===== src/rtl/imem_fetch_ctrl_if.sv =====
// -----------------------------------------------------------------------------
// imem_fetch_ctrl_if
// Bus bundle between the IF-stage fetch controller, the instruction memory,
// the redirect source (branch/jump resolution) and the decode stage.
//
// Signals
//   imem_addr      byte address to IMEM (current PC)
//   imem_rdata     IMEM read data, combinational from imem_addr
//   redirect_valid branch/jump taken this cycle
//   redirect_pc    redirect target
//   out_valid      head fetch-buffer entry valid toward decode
//   out_ready      decode accepts the head entry
//   out_instr      head instruction (0 when !out_valid)
//   out_pc         PC of head instruction (0 when !out_valid)
//
// Modports
//   master : the fetch controller
//   slave  : the surrounding environment (IMEM, redirect source, decode)
// -----------------------------------------------------------------------------
interface imem_fetch_ctrl_if #(
    parameter int ADDR_WIDTH = 32
);
    logic [ADDR_WIDTH-1:0] imem_addr;
    logic [31:0]           imem_rdata;
    logic                  redirect_valid;
    logic [ADDR_WIDTH-1:0] redirect_pc;
    logic                  out_valid;
    logic                  out_ready;
    logic [31:0]           out_instr;
    logic [ADDR_WIDTH-1:0] out_pc;

    modport master (
        output imem_addr,
        input  imem_rdata,
        input  redirect_valid,
        input  redirect_pc,
        output out_valid,
        input  out_ready,
        output out_instr,
        output out_pc
    );

    modport slave (
        input  imem_addr,
        output imem_rdata,
        output redirect_valid,
        output redirect_pc,
        input  out_valid,
        output out_ready,
        input  out_instr,
        input  out_pc
    );
endinterface


===== src/rtl/imem_fetch_ctrl.sv =====
// -----------------------------------------------------------------------------
// imem_fetch_ctrl
// IF-stage instruction memory sequencer. Owns the PC, drives the IMEM address
// combinationally (IMEM is zero-latency, so the fetched word is captured in the
// same cycle), buffers {pc, instr} pairs in a small FIFO and presents the head
// entry to decode over a valid/ready handshake. A taken branch/jump flushes the
// buffer and reloads the PC.
//
// Parameters
//   ADDR_WIDTH  PC / IMEM address width
//   RESET_PC    PC loaded on reset (word aligned)
//   FIFO_DEPTH  fetch buffer entries; power of 2, >= 2
//
// Ports
//   clk       in   clock, all state on rising edge
//   rst       in   synchronous active-high reset
//   fetch_en  in   1 = fetching allowed; 0 = hold PC, no pushes
//   bus       if   imem_fetch_ctrl_if.master (IMEM, redirect, decode handshake)
//   fault     out  misaligned-redirect fault
//
// Build option
//   FETCH_ALIGN_CHK_EN  when defined, a redirect to a non-word-aligned target
//                       flushes the buffer and parks the controller in FAULT
//                       (fault=1, sticky until rst). When undefined, the low
//                       two target bits are dropped and fault is tied 0.
// -----------------------------------------------------------------------------
module imem_fetch_ctrl #(
    parameter int unsigned           ADDR_WIDTH = 32,
    parameter logic [ADDR_WIDTH-1:0] RESET_PC   = '0,
    parameter int unsigned           FIFO_DEPTH = 2
) (
    input  logic                   clk,
    input  logic                   rst,
    input  logic                   fetch_en,
    imem_fetch_ctrl_if.master      bus,
    output logic                   fault
);

    localparam int unsigned PTR_W = $clog2(FIFO_DEPTH);
    localparam int unsigned CNT_W = PTR_W + 1;

    typedef enum logic [0:0] {
        ST_RUN   = 1'b0,
        ST_FAULT = 1'b1
    } state_t;

    state_t                state_q, state_d;
    logic [ADDR_WIDTH-1:0] pc_q, pc_d;
    logic [CNT_W-1:0]      count_q, count_d;
    logic [PTR_W-1:0]      wr_ptr_q, wr_ptr_d;
    logic [PTR_W-1:0]      rd_ptr_q, rd_ptr_d;
    logic                  fault_q, fault_d;

    // Buffer storage: data only, never reset; validity is tracked by count_q.
    logic [ADDR_WIDTH-1:0] fifo_pc_q    [FIFO_DEPTH];
    logic [31:0]           fifo_instr_q [FIFO_DEPTH];

    logic out_valid;
    logic push;
    logic pop;

    assign out_valid     = (count_q != '0);
    assign bus.imem_addr = pc_q;
    assign bus.out_valid = out_valid;
    assign bus.out_pc    = out_valid ? fifo_pc_q[rd_ptr_q]    : '0;
    assign bus.out_instr = out_valid ? fifo_instr_q[rd_ptr_q] : '0;

    assign pop  = out_valid & bus.out_ready;
    // A full buffer still accepts a push when the head leaves in the same
    // cycle, so a steady stream runs without bubbles.
    assign push = (state_q == ST_RUN) & fetch_en & ~bus.redirect_valid &
                  ((count_q < CNT_W'(FIFO_DEPTH)) | pop);

    always_comb begin
        state_d  = state_q;
        pc_d     = pc_q;
        count_d  = count_q;
        wr_ptr_d = wr_ptr_q;
        rd_ptr_d = rd_ptr_q;
        fault_d  = fault_q;

        if (state_q == ST_FAULT) begin
            // Parked: buffer stays empty, pc frozen, redirects ignored.
            count_d  = '0;
            wr_ptr_d = '0;
            rd_ptr_d = '0;
        end else if (bus.redirect_valid) begin
            // Flush wins over any pop this cycle; the popped entry is simply
            // discarded with the rest of the buffer.
            count_d  = '0;
            wr_ptr_d = '0;
            rd_ptr_d = '0;
`ifdef FETCH_ALIGN_CHK_EN
            if (bus.redirect_pc[1:0] != 2'b00) begin
                state_d = ST_FAULT;
                fault_d = 1'b1;
            end else begin
                pc_d = bus.redirect_pc;
            end
`else
            pc_d = bus.redirect_pc & ~ADDR_WIDTH'(3);
`endif
        end else begin
            if (push) begin
                wr_ptr_d = wr_ptr_q + PTR_W'(1);
                pc_d     = pc_q + ADDR_WIDTH'(4);
            end
            if (pop) begin
                rd_ptr_d = rd_ptr_q + PTR_W'(1);
            end
            unique case ({push, pop})
                2'b10:   count_d = count_q + CNT_W'(1);
                2'b01:   count_d = count_q - CNT_W'(1);
                default: count_d = count_q;
            endcase
        end
    end

    always_ff @(posedge clk) begin
        if (rst) begin
            state_q  <= ST_RUN;
            pc_q     <= RESET_PC;
            count_q  <= '0;
            wr_ptr_q <= '0;
            rd_ptr_q <= '0;
            fault_q  <= 1'b0;
        end else begin
            state_q  <= state_d;
            pc_q     <= pc_d;
            count_q  <= count_d;
            wr_ptr_q <= wr_ptr_d;
            rd_ptr_q <= rd_ptr_d;
            fault_q  <= fault_d;
        end
    end

    always_ff @(posedge clk) begin
        if (push) begin
            fifo_pc_q[wr_ptr_q]    <= pc_q;
            fifo_instr_q[wr_ptr_q] <= bus.imem_rdata;
        end
    end

`ifdef FETCH_ALIGN_CHK_EN
    assign fault = fault_q;
`else
    assign fault = 1'b0;
`endif

endmodule

===== src/flat_wrapper.sv =====
// flat-port wrapper written by rule: the top's interface ports become plain ports
module imem_fetch_ctrl_flat 
#(
    parameter int unsigned           ADDR_WIDTH = 32,
    parameter logic [ADDR_WIDTH-1:0] RESET_PC   = '0,
    parameter int unsigned           FIFO_DEPTH = 2
)
  (clk, rst, fetch_en, fault, bus_imem_addr, bus_imem_rdata, bus_redirect_valid, bus_redirect_pc, bus_out_valid, bus_out_ready, bus_out_instr, bus_out_pc);
  imem_fetch_ctrl_if #(.ADDR_WIDTH(ADDR_WIDTH)) bus_i ();
  input  logic clk;
  input  logic rst;
  input  logic fetch_en;
  output logic fault;
  output wire logic [$bits(bus_i.imem_addr)-1:0] bus_imem_addr;
  input wire logic [$bits(bus_i.imem_rdata)-1:0] bus_imem_rdata;
  input wire logic [$bits(bus_i.redirect_valid)-1:0] bus_redirect_valid;
  input wire logic [$bits(bus_i.redirect_pc)-1:0] bus_redirect_pc;
  output wire logic [$bits(bus_i.out_valid)-1:0] bus_out_valid;
  input wire logic [$bits(bus_i.out_ready)-1:0] bus_out_ready;
  output wire logic [$bits(bus_i.out_instr)-1:0] bus_out_instr;
  output wire logic [$bits(bus_i.out_pc)-1:0] bus_out_pc;
  assign bus_imem_addr = bus_i.imem_addr;
  assign bus_i.imem_rdata = bus_imem_rdata;
  assign bus_i.redirect_valid = bus_redirect_valid;
  assign bus_i.redirect_pc = bus_redirect_pc;
  assign bus_out_valid = bus_i.out_valid;
  assign bus_i.out_ready = bus_out_ready;
  assign bus_out_instr = bus_i.out_instr;
  assign bus_out_pc = bus_i.out_pc;
  imem_fetch_ctrl #(.ADDR_WIDTH(ADDR_WIDTH), .RESET_PC(RESET_PC), .FIFO_DEPTH(FIFO_DEPTH)) u_core (.clk(clk), .rst(rst), .fetch_en(fetch_en), .bus(bus_i), .fault(fault));
endmodule

===== config.mk =====
export PLATFORM = sky130hd
export DESIGN_NAME = imem_fetch_ctrl_flat
export DESIGN_NICKNAME = d
export VERILOG_FILES = /design/src/rtl/imem_fetch_ctrl_if.sv /design/src/rtl/imem_fetch_ctrl.sv /design/src/flat_wrapper.sv
export SDC_FILE = /design/constraint.sdc
export NUM_CORES = 1
export LEC_CHECK = 0
export ABC_CLOCK_PERIOD_IN_PS = 4100
export BUFFER_PORTS_ARGS = -buffer_cell sky130_fd_sc_hd__buf_2
export CORE_MARGIN = 4
export CORE_UTILIZATION = 42
export CTS_CLUSTER_DIAMETER = 100
export DETAILED_ROUTE_END_ITERATION = 10
export PLACE_DENSITY = 0.68
export SKIP_CTS_REPAIR_TIMING = 1
export SYNTH_ARGS = -nofsm -noshare
export SYNTH_HDL_FRONTEND = slang
export SYNTH_SLANG_ARGS = --single-unit

===== constraint.sdc =====
create_clock -name clk -period 4.1 [get_ports clk]
set_input_delay 0.82 -clock clk [delete_from_list [all_inputs] [get_ports clk]]
set_output_delay 0.82 -clock clk [all_outputs]
set_load 0.01 [all_outputs]

==> flow_summary_export.csv <==
group,metric,value,unit
cts,cts_root_buffer,"clkbuf_16",
route,antenna_left,0,
worst_setup_path,start_kind,"flip-flop",
timing,period_minus_slack,2.922,ns
final_layout,drive_above_1_share,28.59,%
worst_hold_path,hold_start,"u_core.bus.imem_addr[22]$_SDFFE_PP0P_",
worst_setup_path,r2r_cells,4,
power,p_leak,0.003059,uW
yosys,synth.distinct_cells,44,
die,die-width,135.5,microns
die,die_h,135.5,microns
place,portBuffers,159,
die,rows,46,
worst_hold_path,min_path_cells,0,
timing,setup_viol,0,
cts,clkSinkCount,159,
worst_setup_path,worstSetupPathType,"flip-flop to output pin",
route,routedWlPerCell,17.08,microns
timing,final.setup.worst_slack,1.178,ns
timing,slew_violations,0,
worst_setup_path,critPathCaptureType,"output pin",
worst_setup_path,worstPathRequired,3.28,ns
worst_setup_path,worstPathCellList,"mux2i_1 -> nor2_1 -> buf_2",
run_status,outcome,"complete, no violations",
timing,fmax,0.3422,GHz
worst_setup_path,crit_fanout,62,
yosys,synth-edff-count,124,
cts,cts.clk_slew.worst_paths,0.07,ns
worst_setup_path,r2r-start,"u_core.count_q[1]$_SDFFE_PP0P_",
worst_setup_path,crit_arrival,2.10,ns
route,drt_iter0_markers,291,
final_layout,nets,761,
global_route,grt_pass1_vias,4789,
route,routed_wl,15.69,mm
die,design.core.area,15890,sq um
yosys,netlist_area,6823,sq um
yosys,yosys-top-cells-area,"edfxtp_1 55%, dfxtp_1 10%, mux2i_1 9.1%",
timing,fin_crit_sh,71.28,%
worst_setup_path,cp_num_buf_inv,1,
yosys,syn_area_per_cell,12.59,sq um
global_route,grt_max_degree,63,
timing,tns,0,ns
place,pre_cts_ws,1.196,ns
global_route,grt_pass1_wl,24.45,mm
yosys,synthArstFlopShare,0,%
die,start_util,42.95,%
power,power-per-cell-area,434.6,nW/um^2
job,cap_violations,0,
cts,clock_path_buffers,2,
yosys,yosysWarnings,0,
global_route,track_usage,17.19,%
yosys,yosys.area.top_type,"edfxtp_1",
worst_setup_path,slowest_stage,"dfxtp_4",
yosys,synth_flop_cell,"edfxtp_1",
worst_setup_path,worstReg2RegEnd,"u_core.fifo_instr_q[0][0]$_DFFE_PP_",
cts,cts_made_buffers,17,
yosys,synth-seq-cells,159,
place,dp_hpwl,10.22,mm
yosys,yosysTopAreaCellShare,54.58,%
die,dieArea,18350,sq um
cts,cts.htree.levels,4,
route,drt_pass1_iterations,4,
worst_setup_path,cpLargestDelayFamily,"flip-flops",
route,route.detailed.drc,0,
final_layout,finalNonFillerCells,919,
worst_setup_path,r2r_setup_slack,1.79,ns
final_layout,syn_to_final_growth,22.46,%
route,vias,4877,
power,vdd_drop_max,0.3061,mV
worst_setup_path,cpPeakStageDelay,1.10,ns
yosys,synth_cells,542,
final_layout,layout_commonest_cell,"buf_2",
timing,rsz0062_at_grt,"false",
die,io_pins,167,
global_route,overflow,0,
worst_hold_path,hold_path_end,"u_core.fifo_pc_q[0][22]$_DFFE_PP_",
final_layout,diodes,0,
global_route,grt_antenna_before_repair,0,
timing,relSlewSlack,25.70,%
timing,hold_viol_final,0,
timing,fin_skew,0.01483,ns
final_layout,layout_common_cells,"159 x buf_2, 124 x edfxtp_1, 88 x nor2_1, 62 x mux2i_1, 34 x dfxtp_1",
place,dp.cells,887,
route,via_per_inst,5.307,
timing,tightest_slew,1.115,ns
cts,cts_tree,"built",
yosys,yosysSeqAreaShare,64.85,%
place,gp_congestion,0.7507,
worst_hold_path,hold_path.class,"flip-flop to flip-flop",
cts,insertion_delay,0.42,ns
## worst max-delay path by stage
stage	end	depth (start not counted)	slack [ns]
2_1_floorplan	u_core.fifo_instr_q[0][0]$_DFFE_PP_	4	-0.35
3_3_place_gp	u_core.fifo_instr_q[0][15]$_DFFE_PP_	5	1.25
3_5_place_dp	u_core.fifo_instr_q[0][13]$_DFFE_PP_	5	1.20
4_1_cts	bus_out_pc[31]	3	1.14
5_1_grt	bus_out_pc[25]	3	1.07
6_report	bus_out_pc[12]	3	1.18
## metrics by stage
step | hold slack, ns | power [uW] | utilization (%) | area, sq um
floorplan | 0.5113 | 2030 | - | 6838
global placement | 0.4987 | 2144 | 49.00 | 7784
detailed placement | 0.5195 | 2156 | 49.00 | 7784
CTS | 0.5301 | 3670 | 52.60 | 8356
global route | 0.5478 | 3768 | 52.60 | 8356
finish | 0.5363 | 3632 | 52.60 | 8356
## routing by layer
layer	track usage, %	vias up	wire length (microns)
li1	-	2333	-
met1	21.54	2329	6636
met2	29.23	197	7677
met3	4.235	18	1154
met4	5.767	0	225
met5	0	-	0
## cells in the mapped netlist, drive strengths merged (4+ instances only)
library cell,n
a2111oi,4
a211oi,4
a21oi,4
a22oi,4
a311oi,12
and2,7
and4,6
buf,18
clkbuf,21
dfxtp,35
edfxtp,124
inv,11
mux2i,62
nand2,17
nand3,22
nand4,15
nor2,91
nor3,10
nor3b,4
nor4,8
o21ai,6
o31a,8
o31ai,12
or3,4
or4,12
xnor2,4
xor2,5
## power breakdown
part           total [uW]  switching, uW  internal [uW]  leakage [uW]
combinational         250            147            103       0.00135
sequential           1870           60.7           1810       0.00144
clock                1510            620            894      0.000266
## kinds of logic (layout without fill, tap and decap cells)
logic type / count (synthesis) / count (layout) / share of synthesized area [%]
DFF: 159 / 159 / 64.84
AOI/OAI and AO/OA: 58 / 58 / 6.492
other: 1 / 5 / 0.05496
and+or+nand+nor: 200 / 200 / 14.63
adders and majority gates: 2 / 2 / 0.3667
xor gates and xnor gates: 9 / 9 / 1.155
muxes: 62 / 62 / 9.096
buffers and inverters: 51 / 208 / 3.356
## flip-flops by register name (all words and copies together) (netlist names), named ones only
name / flops
u_core.bus.imem_addr: 30
u_core.count_q: 2
u_core.fifo_instr_q: 64
u_core.fifo_pc_q: 60
u_core.rd_ptr_q: 1
u_core.wr_ptr_q: 1
## final cells by class
cell class                      count  area (sq um)
Clock inverter                     14         142.6
Clock buffer                       18         429.2
Sequential cell                   159          4428
Timing Repair Buffer              164         833.3
Multi-Input combinational cell    336          2207
Fill cell                        1415          7530
Tap cell                          216         270.3
Inverter                           12         45.04
Power figures use the tool's default switching activity.
